$ cat src/rtl/alu_adder_hold.sv
// alu_adder_hold: 6502-style ALU with the adder hold register (ADD) and its
// registered carry (ACR), overflow (AVR) and half carry (HC).
//
// Ports
//   clk           rising-edge clock
//   reset         asynchronous active-low reset
//   a_in, b_in    A / B input register values (caller supplies ~DB for SBC)
//   alu_enable    latch strobe for the selected operation
//   sums/ands/eors/ors/srs  operation selects, priority in that order
//   i_addc        carry in; also the bit shifted into the MSB by srs
//   daa, dsa      decimal add / subtract adjust (only with sums)
//   add_out       adder hold register
//   acr, avr, hc  registered carry, overflow, half carry
//   result_valid  one-cycle pulse when add_out and the flags are final
//   busy          decimal correction in progress
//
// Optional feature: define DECIMAL_MODE_EN to enable the second-cycle BCD
// correction. Without it daa/dsa are ignored (2A03 behaviour) and busy is 0.
module alu_adder_hold #(
  parameter int               WIDTH      = 8,
  parameter logic [WIDTH-1:0] HOLD_RESET = '0
) (
  input  logic             clk,
  input  logic             reset,
  input  logic [WIDTH-1:0] a_in,
  input  logic [WIDTH-1:0] b_in,
  input  logic             alu_enable,
  input  logic             sums,
  input  logic             ands,
  input  logic             eors,
  input  logic             ors,
  input  logic             srs,
  input  logic             i_addc,
  input  logic             daa,
  input  logic             dsa,
  output logic [WIDTH-1:0] add_out,
  output logic             acr,
  output logic             avr,
  output logic             hc,
  output logic             result_valid,
  output logic             busy
);

  logic [WIDTH:0]   w_sum;
  logic [4:0]       w_hsum;
  logic [WIDTH-1:0] w_res;
  logic             w_acr, w_avr, w_hc;
  logic             w_any_sel;

  logic [WIDTH-1:0] r_add;
  logic             r_acr, r_avr, r_hc, r_valid, r_busy;

  assign w_sum  = {1'b0, a_in} + {1'b0, b_in} + {{WIDTH{1'b0}}, i_addc};
  assign w_hsum = {1'b0, a_in[3:0]} + {1'b0, b_in[3:0]} + {4'b0, i_addc};
  assign w_any_sel = sums | ands | eors | ors | srs;

  // Result mux; priority sums > ands > eors > ors > srs.
  always_comb begin
    w_res = r_add;
    w_acr = 1'b0;
    w_avr = 1'b0;
    w_hc  = 1'b0;
    if (sums) begin
      w_res = w_sum[WIDTH-1:0];
      w_acr = w_sum[WIDTH];
      w_avr = (a_in[WIDTH-1] == b_in[WIDTH-1]) && (w_sum[WIDTH-1] != a_in[WIDTH-1]);
      w_hc  = w_hsum[4];
    end else if (ands) begin
      w_res = a_in & b_in;
    end else if (eors) begin
      w_res = a_in ^ b_in;
    end else if (ors) begin
      w_res = a_in | b_in;
    end else if (srs) begin
      w_res = {i_addc, a_in[WIDTH-1:1]};
      w_acr = a_in[0];
    end
  end

`ifdef DECIMAL_MODE_EN
  typedef enum logic {IDLE, CORRECT} state_t;

  state_t           r_state, w_state_nxt;
  logic             r_dsa;
  logic             w_latch, w_dec_req;
  logic [WIDTH-1:0] w_t1, w_cor;
  logic             w_cor_acr;

  assign w_latch   = alu_enable & w_any_sel & (r_state == IDLE);
  // daa and dsa together are treated as a plain binary add.
  assign w_dec_req = w_latch & sums & (daa ^ dsa);

  always_ff @(posedge clk or negedge reset) begin
    if (!reset) r_state <= IDLE;
    else        r_state <= w_state_nxt;
  end

  always_comb begin
    w_state_nxt = r_state;
    case (r_state)
      IDLE:    if (w_dec_req) w_state_nxt = CORRECT;
      CORRECT: w_state_nxt = IDLE;
      default: w_state_nxt = IDLE;
    endcase
  end

  // BCD correction applied to the raw result held in ADD.
  always_comb begin
    w_t1      = r_add;
    w_cor     = r_add;
    w_cor_acr = r_acr;
    if (!r_dsa) begin
      // daa: low-nibble +6 carries into the high nibble before it is tested.
      if (r_hc || (r_add[3:0] > 4'd9)) w_t1 = r_add + WIDTH'(6);
      w_cor = w_t1;
      if (r_acr || (w_t1[7:4] > 4'd9)) begin
        w_cor     = w_t1 + WIDTH'(8'h60);
        w_cor_acr = 1'b1;
      end
    end else begin
      // dsa: each nibble adjusted independently, no borrow between them.
      w_cor[3:0] = r_hc  ? r_add[3:0] : r_add[3:0] - 4'd6;
      w_cor[7:4] = r_acr ? r_add[7:4] : r_add[7:4] - 4'd6;
    end
  end

  always_ff @(posedge clk or negedge reset) begin
    if (!reset) begin
      r_add   <= HOLD_RESET;
      r_acr   <= 1'b0;
      r_avr   <= 1'b0;
      r_hc    <= 1'b0;
      r_valid <= 1'b0;
      r_busy  <= 1'b0;
      r_dsa   <= 1'b0;
    end else begin
      r_valid <= 1'b0;
      if (r_state == CORRECT) begin
        r_add   <= w_cor;
        r_acr   <= w_cor_acr;
        r_busy  <= 1'b0;
        r_valid <= 1'b1;
      end else if (w_latch) begin
        r_add   <= w_res;
        r_acr   <= w_acr;
        r_avr   <= w_avr;
        r_hc    <= w_hc;
        r_busy  <= w_dec_req;
        r_valid <= ~w_dec_req;
        r_dsa   <= dsa;
      end
    end
  end
`else
  logic w_latch;
  logic w_unused_dec;

  assign w_latch      = alu_enable & w_any_sel;
  assign w_unused_dec = daa | dsa;

  always_ff @(posedge clk or negedge reset) begin
    if (!reset) begin
      r_add   <= HOLD_RESET;
      r_acr   <= 1'b0;
      r_avr   <= 1'b0;
      r_hc    <= 1'b0;
      r_valid <= 1'b0;
      r_busy  <= 1'b0;
    end else begin
      r_valid <= w_latch;
      r_busy  <= 1'b0;
      if (w_latch) begin
        r_add <= w_res;
        r_acr <= w_acr;
        r_avr <= w_avr;
        r_hc  <= w_hc;
      end
    end
  end
`endif

  assign add_out      = r_add;
  assign acr          = r_acr;
  assign avr          = r_avr;
  assign hc           = r_hc;
  assign result_valid = r_valid;
  assign busy         = r_busy;

endmodule

$ cat config.mk
export PLATFORM = sky130hd
export DESIGN_NAME = alu_adder_hold
export DESIGN_NICKNAME = d
export VERILOG_FILES = /design/src/rtl/alu_adder_hold.sv
export SDC_FILE = /design/constraint.sdc
export NUM_CORES = 1
export LEC_CHECK = 0
export ABC_CLOCK_PERIOD_IN_PS = 1900
export BUFFER_PORTS_ARGS = -buffer_cell sky130_fd_sc_hd__buf_2
export CORE_ASPECT_RATIO = 0.8
export CORE_MARGIN = 10
export CORE_UTILIZATION = 45
export DETAILED_ROUTE_END_ITERATION = 7
export PLACE_DENSITY = 0.72
export SKIP_LAST_GASP = 1
export SLEW_MARGIN = 20
export SYNTH_ARGS = -nofsm -noshare
export SYNTH_HDL_FRONTEND = slang
export SYNTH_SLANG_ARGS = --single-unit
export TNS_END_PERCENT = 100
$ cat constraint.sdc
create_clock -name clk -period 1.9 [get_ports clk]
set_input_delay 0.38 -clock clk [delete_from_list [all_inputs] [get_ports clk]]
set_output_delay 0.38 -clock clk [all_outputs]
set_load 0.01 [all_outputs]
== Word level (Yosys, flattened, before mapping) ==
Cells that the tools add are included.
Word-level totals
  bits in registers: 12
  latch bits: 0
  RAM bits: 0
  memory bits (read-only): 0
  input bits: 27
  output and inout bits: 13
  word-level logic and storage cells: 34
  memories: 0
Operators by class
  add/subtract/negate cells: 4
  multipliers: 0
  divide/modulo/power cells: 0
  magnitude comparators: 0
  eq/ne operators: 2
  shift operators: 0
  multiplexer cells: 12
  bitwise operators: 8
  reductions and logical operators: 3
Operator list (number)
  8-bit two-way mux: 5
  8-bit by 8-bit adder with 9-bit output: 1
  9-bit by 1-bit adder with 9-bit output: 1
  8-bit bitwise AND: 1
  8-bit bitwise OR: 1
  8-bit XOR: 1
  1-bit two-way mux: 7
  4-bit by 4-bit adder with 5-bit output: 1
  5-bit by 1-bit adder with 5-bit output: 1
  5-bit nonzero test: 1
  1-bit bitwise OR: 4
  2-bit AND reduction: 1
  1-bit bitwise AND: 1
  1-bit == test: 1
  1-bit logical AND: 1
  1-bit != test: 1

== Depth between registers and ports, before layout ==
  depth in word-level cells: 6
  depth in mapped cells: 9
  gate-level depth less buffers: 9

== Worst setup path after synthesis ==
Ideal clock, no wire load.
  path kind: input to register
  from: input port a_in[0]
  to: register r_add[6], in the netlist add_out[6]
  library setup time: 0.065 ns
  arrival time: 1.985 ns
  data required time: 1.835 ns
  setup slack: -0.150 ns
  stages on the path: 9
  path buffers: 0
  cell sequence: inv_1 -> fa_1 -> inv_1 -> fa_1 -> a21o_1 -> a21oi_1 -> o31ai_1 -> mux2_2 -> nand2_1
On the way
  word-level cells in the longest chain between the ends: 3
Ends and longest elaborated chain
  from (decl): line 25  | input logic [WIDTH-1:0] a_in,
  8-bit by 8-bit adder with 9-bit output: line 53  | assign w_sum = {1'b0, a_in} + {1'b0, b_in} + {{WIDTH{1'b0}}, i_addc};
  9-bit by 1-bit adder with 9-bit output: line 53
  8-bit two-way mux: line 63  | if (sums) begin
  to (signal assigned): line 173  | r_add <= w_res;
  to (decl): line 50  | logic [WIDTH-1:0] r_add;
No other way between the ends.
A chain may end at the register's enable or synchronous reset.

== Worst setup path after layout ==
  from: input port i_addc
  to: register r_add[7], in the netlist add_out[7]
On the way
  word-level cells in the longest chain between the ends: 5
  elaborated cells on any way between the ends: 6
  classes of those cells: 1 x add/sub; 5 x mux
Ends and longest elaborated chain
  from (decl): line 33  | input logic i_addc,
  branches (longest 4 deep; another with 9-bit by 1-bit adder with 9-bit output)
  8-bit two-way mux (*): line 63
Mark *: on every way between the ends. The select of a mux whose other input is x is not followed.

==> results.txt <==
- Data on the critical path arrives at its endpoint at 2070 ps.
- Fin. Hold Viols: 0
* Number of antenna violations at the first check in global routing: 0
- Leading post-synthesis cells by instance count: sky130_fd_sc_hd__inv_1, sky130_fd_sc_hd__ha_1, sky130_fd_sc_hd__nand2_1, sky130_fd_sc_hd__dfrtp_1, sky130_fd_sc_hd__o21ai_0
* Cell area after technology mapping: 0.00129 sq mm
* Area of the die: 0.00543 sq mm
- Row generation in the floorplan step produced 17 rows.
- Iteration count of the initial detailed-routing pass: 4
- Of the cells placed in the final design, the portion with a size suffix greater than 1 is 0.373.
- Summing all flip-flop and latch instances after layout gives 300 sq um.
- Share of flip-flops with an asynchronous set or reset: 1.00
- Achievable Freq: 544 MHz
- At the worst endpoint, the required time is 2130 ps.
- Synth Area per Inst: 8.04 sq um
- In this run the number of H-tree levels came out at 1.
* Switching Fraction: 0.354
* Clock tree buffer depth: 2
- Of the post-synthesis cell area, the dominant cell type holds 0.232.
* Number of CTS-inserted buffers: 3
- Vias in the first global route: 1390
- For this run, the post-layout net count is 271.
- Worst setup startpoint: i_addc
- DR vias/cell: 5.21
- Syn Nets: 206
- Summing all multi-input logic gate instances after layout gives 911 sq um.
* Count of max-cap constraint violations: 0
- Wires add up to 3820 microns.
- CTS clk-pin slew, worst paths: 80 ps
- Flop and latch count out of synthesis: 12
- In this run the register-to-register setup slack is 1140 ps.
- Fillcell total: 256
* Kind of critical path: primary input to register
* WL per Instance: 14.5 microns
* Status: completed
- Largest fanout of any net on the critical path: 3
- Signed area change from the synthesized netlist to the final layout: 41.9%
- Number of placed I/O pins: 40
- LEAKAGE: 0.970 nW
- For the finished layout, the period the worst path requires is 1840 ps.
* Cell type contributing the most total cell area after synthesis: sky130_fd_sc_hd__dfrtp_1
- For hold timing, the worst endpoint is add_out[7]$_DFFE_PN0P_.
- The final route contains 1370 vias.
- Drc violations: 0
* Clk_lat worst skew: 290 ps
- By area the synthesized netlist is led by sky130_fd_sc_hd__dfrtp_1, sky130_fd_sc_hd__ha_1, sky130_fd_sc_hd__inv_1.
- In the synthesized netlist the dominant register cell turns out to be sky130_fd_sc_hd__dfrtp_1.
- Entering global routing, the biggest net connects 21 pins.
- Summing all placed instances gives a cell area of 0.00172 sq mm.
* # clock sinks: 12
- ANT nets after route: 0
* Final weighted congestion in routability-driven placement: 0.913
- STA classifies the critical path endpoint as a register.
- Power share of the clock group: 0.226
- Library cell with the highest instance count after synthesis: sky130_fd_sc_hd__inv_1
- Path type of the worst min-delay path: primary input to register
* Setup violations, final: 0
- Capturing point of the worst reg2reg path: add_out[5]$_DFFE_PN0P_
- Measured along the y axis, the die boundary spans 68.0 microns.
- Yosys printed 0 warnings.
- Final number of max-transition violations: 0
- Total GRT Usage: 0.146
* Overflow after GRT: 0
* Width of the die: 79.9 microns
- Wire length of the first global-routing pass: 6380 microns
- Setup repair after global routing could not meet its margin everywhere.
- Worst R2R Start: add_out[5]$_DFFE_PN0P_
* Inserted Diodes: 0
- Final Hold Slack: 459 ps
- The worst hold path begins at alu_enable.
- Synthesis produced 161 cells.
* Design Power: 0.951 mW
- Final std cell area, no fill: 0.00184 sq mm
- Dividing the final minimum period by the clock period gives 0.967.
* Unique masters post-synth: 43
* Kind of start point of the critical path: primary input
* Share of synthesized area occupied by flip-flops and latches: 0.232
- The HPWL after detailed placement is 3110 microns.
* Net switching power: 0.337 mW
* Hold depth: 3
* Power per standard cell area: 518 mW/mm^2
* Worst Reg2Reg Path Length in Cells: 2
- Port bufs: 36
* Relative slew slack: 0.657
* Area of the core: 0.00277 sq mm
* Effective utilization at floorplan: 0.468
- Clock tree from TritonCTS: done
* Number of synthesized flops with an enable pin: 0
- Initial DRC count: 76
* Transition time at the pin with the least slew margin: 507 ps
- Internal power comes to 0.614 mW.
- The share of total power dissipated in sequential elements is 0.324.
- Layout Cells excl Fill: 263
* Largest voltage drop on the vdd net: 0.235 mV
* Post-Route Skew: 0 ps
* Number of placed cells counting well taps: 256
- The share of total power dissipated in combinational logic is 0.450.
- Buffer type at the clock tree root: sky130_fd_sc_hd__clkbuf_4
[per-stage QoR]
| step | TNS [ps] | util | setup WS [ps] |
|---|---|---|---|
| floorplan | -47.9 | - | -47.9 |
| global placement | -958 | 0.623 | -251 |
| detailed placement | -1310 | 0.623 | -343 |
| CTS | 0 | 0.642 | 16.4 |
| global route | -1.19 | 0.664 | -1.19 |
| finish | 0 | 0.664 | 62.8 |
[sequential cells by signal, summed over array words and instances (netlist names)]
| name | flops |
|---|---|
| result_valid | 1 |
| avr | 1 |
| hc | 1 |
| acr | 1 |
| add_out | 8 |
[cell families after synthesis]
kind of cell / count (synthesis) / synth area share
AOI/OAI and AO/OA: 48 / 0.260
other: 1 / 0.00290
adders and majority gates: 18 / 0.186
xor gates and xnor gates: 3 / 0.0203
muxes: 3 / 0.0242
DFF: 12 / 0.232
buffers and inverters: 30 / 0.0996
and+or+nand+nor: 46 / 0.175
[cell usage in the layout, fill, tap and decap left out, drive strengths merged, types with 3 or more instances in the layout]
| master | n |
|---|---|
| buf | 66 |
| inv | 23 |
| ha | 16 |
| nand2 | 15 |
| dfrtp | 12 |
| o21ai | 12 |
| nor2 | 11 |
| a21oi | 10 |
| nand2b | 8 |
| o31ai | 5 |
| nand3 | 4 |
| clkbuf | 4 |
| a32oi | 3 |
| xnor2 | 3 |
[worst max-delay path by stage]
| stage | endpoint | slack, ps | cells after the start |
|---|---|---|---|
| floorplan | add_out[6]$_DFFE_PN0P_ | -50 | 9 |
| global placement | add_out[6]$_DFFE_PN0P_ | -250 | 10 |
| detailed placement | add_out[6]$_DFFE_PN0P_ | -340 | 10 |
| CTS | add_out[4]$_DFFE_PN0P_ | 20 | 10 |
| global route | acr$_DFFE_PN0P_ | -1 | 10 |
| finish | add_out[7]$_DFFE_PN0P_ | 60 | 9 |
[routing by layer]
layer / GRT usage / routed length (microns) / vias to the layer above
li1: - / - / 688
met1: 0.166 / 1540 / 625
met2: 0.263 / 1910 / 50
met3: 0.0262 / 287 / 7
met4: 0.0658 / 76 / 0
met5: 0 / 0 / -
[power groups by stage]
stage | Combinational (mW) | Sequential [mW] | Clock [mW]
global route | 0.475 | 0.313 | 0.228
finish | 0.428 | 0.309 | 0.214
detailed placement | 0.403 | 0.314 | 0
CTS | 0.410 | 0.309 | 0.216
global placement | 0.389 | 0.314 | 0
floorplan | 0.198 | 0.331 | 0
[critical path, stage by stage]
cell,delay [ps]
sky130_fd_sc_hd__buf_6,100
sky130_fd_sc_hd__inv_8,30
sky130_fd_sc_hd__fa_2,380
sky130_fd_sc_hd__buf_4,140
sky130_fd_sc_hd__nand2b_1,150
sky130_fd_sc_hd__a21oi_1,240
sky130_fd_sc_hd__a221oi_2,150
sky130_fd_sc_hd__or4_1,420
sky130_fd_sc_hd__nand3_1,80
[area by class of cell]
| type | instances | share of cell area |
|---|---|---|
| timing repair buffer | 67 | 0.243 |
| inverter | 23 | 0.0511 |
| sequential | 12 | 0.164 |
| clock buffer | 4 | 0.0198 |
| multi-input combinational | 119 | 0.496 |
| tap | 38 | 0.0259 |
[what timing repair did]
item / 4_1_cts / 5_1_grt
buffers inserted: 0 / 2
setup endpoints to repair: 1 / 4
endpoints found under the hold margin: 12 / 0
hold buffers: 1 / 0
gates resized for setup: 2 / 7
pin swaps: 1 / 7
Note: power is estimated with default switching activity, not from simulation.
